File: config.mk
export PLATFORM = sky130hd
export DESIGN_NAME = proc_sequencer
export DESIGN_NICKNAME = d
export VERILOG_FILES = /design/src/rtl/proc_pkg.sv /design/src/rtl/proc_sequencer.sv
export SDC_FILE = /design/constraint.sdc
export NUM_CORES = 1
export LEC_CHECK = 0
export ABC_AREA = 1
export CAP_MARGIN = 30
export CORE_AREA = 2 2 39 41
export CTS_CLUSTER_DIAMETER = 100
export CTS_CLUSTER_SIZE = 25
export DETAILED_ROUTE_END_ITERATION = 12
export DIE_AREA = 0 0 41 43
export PLACE_DENSITY = 0.65
export SLEW_MARGIN = 30
export SYNTH_ARGS = -nofsm -noshare
export SYNTH_HDL_FRONTEND = slang
export SYNTH_SLANG_ARGS = --single-unit
File: constraint.sdc
create_clock -name clock -period 2.5 [get_ports clock]
set_clock_uncertainty 0.1 [all_clocks]
set_input_delay 0.375 -clock clock [delete_from_list [all_inputs] [get_ports clock]]
set_output_delay 0.375 -clock clock [all_outputs]
set_load 0.005 [all_outputs]
File: src/rtl/proc_pkg.sv
`default_nettype none
// ============================================================================
// Module      : proc_pkg
// Description : Shared constants and types for the accumulator processor
//               control unit: word/opcode widths, opcode encodings, the
//               sequencer state encoding and the bundle of control strobes.
// Revision    : 1.0 - initial release
// ============================================================================
package proc_pkg;

  // System word and instruction field widths
  localparam int WORD_W = 8;
  localparam int OP_W   = 3;
  localparam int ADDR_W = WORD_W - OP_W;

  // Opcode encodings; 3'b101..3'b111 are undefined and execute as NOP
  localparam logic [OP_W-1:0] OP_LOAD  = 3'b000;
  localparam logic [OP_W-1:0] OP_STORE = 3'b001;
  localparam logic [OP_W-1:0] OP_ADD   = 3'b010;
  localparam logic [OP_W-1:0] OP_SUB   = 3'b011;
  localparam logic [OP_W-1:0] OP_BNE   = 3'b100;

  // Sequencer states: reset, three fetch cycles, decode, two execute
  // cycles and the bus-hold state granted to an external master
  typedef enum logic [2:0] {
    ST_RST  = 3'd0,
    ST_F0   = 3'd1,
    ST_F1   = 3'd2,
    ST_F2   = 3'd3,
    ST_D0   = 3'd4,
    ST_E0   = 3'd5,
    ST_E1   = 3'd6,
    ST_HOLD = 3'd7
  } state_t;

  // Every strobe the sequencer drives, gathered so a state can start from
  // an all-idle word and raise only what it needs
  typedef struct packed {
    logic hold_ack;
    logic acc_bus;
    logic load_acc;
    logic pc_bus;
    logic load_pc;
    logic inc_pc;
    logic load_ir;
    logic addr_bus;
    logic load_mar;
    logic mdr_bus;
    logic load_mdr;
    logic cs;
    logic r_nw;
    logic alu_acc;
    logic alu_add;
  } ctrl_t;

  localparam ctrl_t CTRL_IDLE = '0;

  // True for the opcodes that need an operand cycle through RAM
  function automatic logic is_mem_op(input logic [OP_W-1:0] op);
    return (op == OP_LOAD) || (op == OP_STORE) ||
           (op == OP_ADD)  || (op == OP_SUB);
  endfunction

endpackage : proc_pkg
`default_nettype wire

File: src/rtl/proc_sequencer.sv
`default_nettype none
// ============================================================================
// Module      : proc_sequencer
// Description : Moore control unit for the 8-bit accumulator processor.
//               Steps each instruction through fetch/decode/execute, drives
//               the sysbus enables and load strobes, and hands the sysbus to
//               an external master at instruction boundaries through a
//               hold_req/hold_ack handshake.
// Revision    : 1.0 - initial release
// ============================================================================
module proc_sequencer
  import proc_pkg::*;
(
  input  logic            clock,
  input  logic            n_reset,
  input  logic [OP_W-1:0] op,
  input  logic            z_flag,
  input  logic            hold_req,
  output logic            hold_ack,
  output logic            ACC_bus,
  output logic            load_ACC,
  output logic            PC_bus,
  output logic            load_PC,
  output logic            INC_PC,
  output logic            load_IR,
  output logic            Addr_bus,
  output logic            load_MAR,
  output logic            MDR_bus,
  output logic            load_MDR,
  output logic            CS,
  output logic            R_NW,
  output logic            ALU_ACC,
  output logic            ALU_add
);

  state_t state_q;
  state_t state_d;
  state_t boundary_state;
  ctrl_t  ctrl;

  // State register; reset aborts any instruction at once, so every strobe
  // (including a RAM write in progress) drops without waiting for a clock
  always_ff @(posedge clock or negedge n_reset) begin
    if (!n_reset) begin
      state_q <= ST_RST;
    end else begin
      state_q <= state_d;
    end
  end

  // Next-state decode; hold_req is only looked at where an instruction ends
  always_comb begin
    boundary_state = hold_req ? ST_HOLD : ST_F0;
    state_d        = state_q;
    case (state_q)
      ST_RST:  state_d = boundary_state;
      ST_F0:   state_d = ST_F1;
      ST_F1:   state_d = ST_F2;
      ST_F2:   state_d = ST_D0;
      // BNE and undefined opcodes complete in decode; memory ops continue
      ST_D0:   state_d = is_mem_op(op) ? ST_E0 : boundary_state;
      ST_E0:   state_d = ST_E1;
      ST_E1:   state_d = boundary_state;
      // Release restarts fetch at the current PC one cycle later
      ST_HOLD: state_d = hold_req ? ST_HOLD : ST_F0;
      default: state_d = ST_RST;
    endcase
  end

  // Output decode from the registered state, with op/z_flag refining the
  // decode and execute cycles; at most one bus driver per state
  always_comb begin
    ctrl = CTRL_IDLE;
    case (state_q)
      ST_F0: begin
        // Current PC onto the bus as the fetch address
        ctrl.pc_bus   = 1'b1;
        ctrl.load_mar = 1'b1;
      end
      ST_F1: begin
        // RAM read of the instruction; PC advances in the same cycle
        ctrl.cs     = 1'b1;
        ctrl.r_nw   = 1'b1;
        ctrl.inc_pc = 1'b1;
      end
      ST_F2: begin
        ctrl.mdr_bus = 1'b1;
        ctrl.load_ir = 1'b1;
      end
      ST_D0: begin
        if (op == OP_BNE) begin
          // Branch taken only when the accumulator is non-zero
          if (!z_flag) begin
            ctrl.addr_bus = 1'b1;
            ctrl.load_pc  = 1'b1;
          end
        end else if (is_mem_op(op)) begin
          // Operand address from the IR into the MAR
          ctrl.addr_bus = 1'b1;
          ctrl.load_mar = 1'b1;
        end
      end
      ST_E0: begin
        if (op == OP_STORE) begin
          ctrl.acc_bus  = 1'b1;
          ctrl.load_mdr = 1'b1;
        end else if (is_mem_op(op)) begin
          ctrl.cs   = 1'b1;
          ctrl.r_nw = 1'b1;
        end
      end
      ST_E1: begin
        case (op)
          OP_LOAD: begin
            ctrl.mdr_bus  = 1'b1;
            ctrl.alu_acc  = 1'b1;
            ctrl.load_acc = 1'b1;
          end
          OP_ADD: begin
            ctrl.mdr_bus  = 1'b1;
            ctrl.alu_add  = 1'b1;
            ctrl.load_acc = 1'b1;
          end
          OP_SUB: begin
            // ALU_ACC=0 with ALU_add=0 selects subtract
            ctrl.mdr_bus  = 1'b1;
            ctrl.load_acc = 1'b1;
          end
          OP_STORE: begin
            // R_NW stays 0: this is the write cycle
            ctrl.cs = 1'b1;
          end
          default: ctrl = CTRL_IDLE;
        endcase
      end
      ST_HOLD: ctrl.hold_ack = 1'b1;
      default: ctrl = CTRL_IDLE;
    endcase
  end

  assign hold_ack = ctrl.hold_ack;
  assign ACC_bus  = ctrl.acc_bus;
  assign load_ACC = ctrl.load_acc;
  assign PC_bus   = ctrl.pc_bus;
  assign load_PC  = ctrl.load_pc;
  assign INC_PC   = ctrl.inc_pc;
  assign load_IR  = ctrl.load_ir;
  assign Addr_bus = ctrl.addr_bus;
  assign load_MAR = ctrl.load_mar;
  assign MDR_bus  = ctrl.mdr_bus;
  assign load_MDR = ctrl.load_mdr;
  assign CS       = ctrl.cs;
  assign R_NW     = ctrl.r_nw;
  assign ALU_ACC  = ctrl.alu_acc;
  assign ALU_add  = ctrl.alu_add;

endmodule : proc_sequencer
`default_nettype wire

Word-level counts from Yosys, hierarchy flattened
Cells that the tools add are included.
- register bits: 3
- bits in latches: 0
- memory bits (writable): 0
- memory bits (read-only): 0
- bits of input ports: 7
- output and inout bits: 15
- word-level logic and storage cells: 44
- memories kept: 0
- $add $sub $neg: 0
- multipliers: 0
- div/mod/pow operators: 0
- $lt $le $gt $ge: 0
- eq/ne operators: 11
- shift operators: 0
- multiplexer cells: 25
- bitwise gates (word level): 0
- reduce and logical (&&, ||, !) cells: 7
- operators with widths (cell ; count):
    case mux 3 bit (6 select lines) ; 1
    2-to-1 mux 1 bit ; 16
    == test 3 bit (second input constant) ; 5
    == test 3 x 2 -> 1 bit (second input constant) ; 4
    == test 3 x 1 -> 1 bit (second input constant) ; 2
    zero test 3 bit ; 2
    2-to-1 mux 2 bit ; 3
    2-to-1 mux 3 bit ; 2
    case mux 2 bit (3 select lines) ; 1
    OR reduction 3 bit ; 2
    case mux 1 bit (2 select lines) ; 2
    logical OR 1 bit ; 3

Depth between registers and ports, before layout
- depth after elaboration: 7
- gate-level depth with buffers: 6
- gate-level depth less buffers: 6

Least setup slack after synthesis
OpenSTA, ideal clock, no wires.
- path type: register to output
- start: reg state_q[1]
- end: out load_MDR
- arrival time: 1024 ps
- data required time: 2025 ps
- setup slack: 1001 ps
- stages on the path, launching flop included: 5
- buffers on the path: 1
- cell sequence: dfrtp_1 inv_1 nand2_1 nor3_1 buf_4
- cells in the longest elaborated chain, start to end: 2
- ends and longest elaborated chain (what ; line ; text):
    start: declaration ; proc_sequencer.sv:36 ; state_t state_q;
    start signal: assignment ; proc_sequencer.sv:47 ; state_q <= state_d;
    == test 3 bit ; n/a ;
    2-to-1 mux 1 bit ; n/a ;
    end: declaration ; proc_sequencer.sv:29 ; output logic load_MDR,
Every way passes these cells.

Worst setup path after layout
- start: in op[1]
- end: out MDR_bus
- cells in the longest elaborated chain, start to end: 4
- elaborated cells on any way between the ends: 6
- classes of those cells: 2 x eq/ne; 2 x mux; 2 x reduce/logical
- ends and longest elaborated chain (what ; line ; text):
    start: declaration ; proc_sequencer.sv:16 ; input logic [OP_W-1:0] op,
    == test 3 x 2 -> 1 bit / zero test 3 bit (equally long branches) ; proc_sequencer.sv:113 ; case (op)
    OR reduction 3 bit (no line) * ; n/a ;
    2-to-1 mux 1 bit * ; proc_sequencer.sv:113 ;
    case mux 1 bit (2 select lines) * ; proc_sequencer.sv:74 ; case (state_q)
    end: declaration ; proc_sequencer.sv:28 ; output logic MDR_bus,
Every way passes the cells marked *; elsewhere a longest branch is shown, timed or not.

==> flow_metrics.py <==
metrics = {
    "global_routing": {
        "antenna_found_initial": 0,
        "overflow": 0,
        "grt_use_total": 0.131,
        "grt_pass1_wl_um": 1530,
        "grt_pass1_vias": 412,
        "grt_max_degree": 8,
    },
    "clocking": {
        "cts_root_buf": "clkbuf_4",
        "clock_latency_ns": 0.23,
        "cts_setup_buffers": 0,
        "cts.clk_slew.worst_paths_ns": 0.04,
        "tritoncts": "built",
        "post_cts_resized": 0,
        "cts_hold_buf": 0,
        "clock-sinks": 3,
        "numCtsBuffers": 3,
        "clk_path_buf_depth": 2,
        "h-tree-depth": 1,
    },
    "setup_path": {
        "cp-end-kind": "output port",
        "critPathRequiredTime_ns": 2.03,
        "critPathKind": "in2out",
        "critPathMaxFanout": 4,
        "crit_top_cell": "clkdlybuf4s50_1",
        "crit_slowest_cell": "clkdlybuf4s50_1",
        "cp-start-kind": "primary input",
        "crit_chain": "clkdlybuf4s50_1, inv_1, nand3_1, nand2_1, o21ai_0, clkdlybuf4s50_1",
        "cpPeakStageDelay_ns": 0.53,
        "arrival_ns": 1.87,
    },
    "drt": {
        "first_pass_iters": 2,
        "drtAntennaViolNets": 0,
        "vias_per_cell": 4.34,
        "drc": 0,
        "vias": 443,
        "routed_wl_um": 957,
        "post_drt_wl_per_cell_um": 9.38,
        "wl_met3_um": 41,
        "route.met2.wl_um": 464,
        "drt_iter0_drc": 8,
        "met1_length_um": 451,
        "topRoutingLayerUsed": "met3",
    },
    "synth": {
        "synth_top_family_by_area": "simple AND/OR/NAND/NOR gates",
        "ys_ff_latch": 3,
        "synth_cell_type_count": 11,
        "postSynthCellCount": 61,
        "muxShareOfSynthArea": 0,
        "synth_xor_area_frac": 0,
        "synth-adder-area-share": 0,
        "synth-compound-area-share": 0.0620,
        "syn_area_um2": 323,
        "synth_fp_nets": 68,
        "seq_area_frac_synth": 0.233,
        "synth_simple_gate_area_frac": 0.519,
        "syn_area_per_cell_um2": 5.29,
        "yosysWarnings": 0,
    },
    "final_layout": {
        "post-route-util": 0.419,
        "diodes": 0,
        "final_cell_mix": "clkdlybuf4s50_1, nand2_1, inv_1, nand3_1, nor2_1",
        "regMostFlops": "state_q",
        "fill_cells": 163,
        "final_common_cell": "clkdlybuf4s50_1",
        "final_cells": 102,
        "layout-drive-gt1-share": 0.0581,
        "largest_register_ffs": 3,
        "fin_nets": 94,
        "synthToLayoutAreaGrowth_pct": 79.5,
        "top_regs": "state_q: 3 flops",
    },
    "sta": {
        "rsz0062_at_grt": "no",
        "fin_setup_tns_ns": 0,
        "drv_slew": 0,
        "finalHoldViolCount": 0,
        "setup_viol": 0,
        "period_share": 0.938,
        "max_freq_ghz": 0.427,
        "period_minus_slack_ns": 2.34,
        "tightest_slew_ns": 0.226,
        "slew_headroom": 0.848,
    },
    "place": {
        "io_buffers": 21,
        "dp_hpwl_um": 772,
        "gp_congestion": 0.813,
        "placedCellCount": 98,
    },
    "floorplan": {
        "fp.coreArea_mm2": 0.00138,
        "io_pins": 22,
        "die_h_um": 43,
        "die_area_mm2": 0.00176,
        "rows": 14,
        "die_w_um": 41,
        "initial_core_util": 0.233,
    },
    "job": {
        "drv_cap": 0,
    },
    "power": {
        "leakagePower_nw": 0.312,
        "p_switching_uw": 252,
        "p_clk_frac": 0.145,
        "comb_power_share": 0.659,
        "switching_share": 0.433,
        "internal-power_uw": 330,
        "pwr-share-seq": 0.196,
        "powerDensity_mw_per_mm2": 1000,
        "ir_drop_uv": 566,
    },
    "run_status": {
        "status": "finished clean",
    },
    "min_path": {
        "hold_class": "in2async",
    },
}
==> cell families after synthesis <==
logic type | count (synthesis)
simple gates | 39
compound gates | 4
flops | 3
buf+inv | 15
==> routing by layer <==
layer  vias to the layer above  global-route usage
li1                        241                   -
met1                       192               0.146
met2                        10               0.200
met3                         0              0.0314
met4                         0               0.100
met5                         -                   0
==> synthesized netlist by cell type, drive strengths merged <==
master	n	area [um^2]
inv	14	52.6
nor3	2	10.0
nand3	9	45.0
nor4	2	12.5
nand4	1	6.26
o21ai	4	20.0
nor2	8	30.0
dfrtp	3	75.1
nand2	17	63.8
buf	1	7.51
==> through the flow <==
stage          hold slack [ns]  power [mW]  worst slack [ns]  area, um^2
6_report                 0.222       0.581             0.156         579
5_1_grt                  0.220       0.642            0.0151         579
4_1_cts                  0.214       0.588             0.142         579
3_5_place_dp             0.422       0.497             0.155         553
3_3_place_gp             0.422       0.491             0.183         553
2_1_floorplan          -0.0206       0.303              1.00         323
==> path summary, 6_finish.rpt <==
| path | to | from | slack [ns] | cells past startpoint |
|---|---|---|---|---|
| worst max-delay path | MDR_bus | op[1] | 0.16 | 6 |
| worst min-delay path | state_q[1]$_DFF_PN0_ | n_reset | 0.22 | 1 |
| worst max register to register | state_q[2]$_DFF_PN0_ | state_q[1]$_DFF_PN0_ | 1.35 | 6 |
| worst min register to register | state_q[0]$_DFF_PN0_ | state_q[0]$_DFF_PN0_ | 0.43 | 1 |
| max in group asynchronous | state_q[0]$_DFF_PN0_ | n_reset | 1.94 | 1 |
| min in group clock | state_q[0]$_DFF_PN0_ | state_q[0]$_DFF_PN0_ | 0.43 | 1 |
==> power by group through the flow <==
stage | combinational, mW | sequential (mW) | clock, mW
floorplan | 0.198 | 0.105 | 0
global placement | 0.379 | 0.112 | 0
detailed placement | 0.384 | 0.113 | 0
CTS | 0.386 | 0.112 | 0.0898
global route | 0.429 | 0.118 | 0.0948
finish | 0.383 | 0.114 | 0.0842
==> cell type report <==
cell class,instances,area (um^2),share of cell area
repair buffers,22,218,0.376
clock buffers,4,26.3,0.0454
flip-flops and latches,3,75.1,0.130
inverters,14,52.6,0.0907
multi-input cells,43,188,0.324
well taps,16,20.0,0.0346
==> worst max-delay path: cells and delay by family <==
kind,cells,cell delay [ns]
buf+inv,3,1.09
compound gates,1,0.16
simple gates,2,0.23
Note: power is estimated with default switching activity, not from simulation.
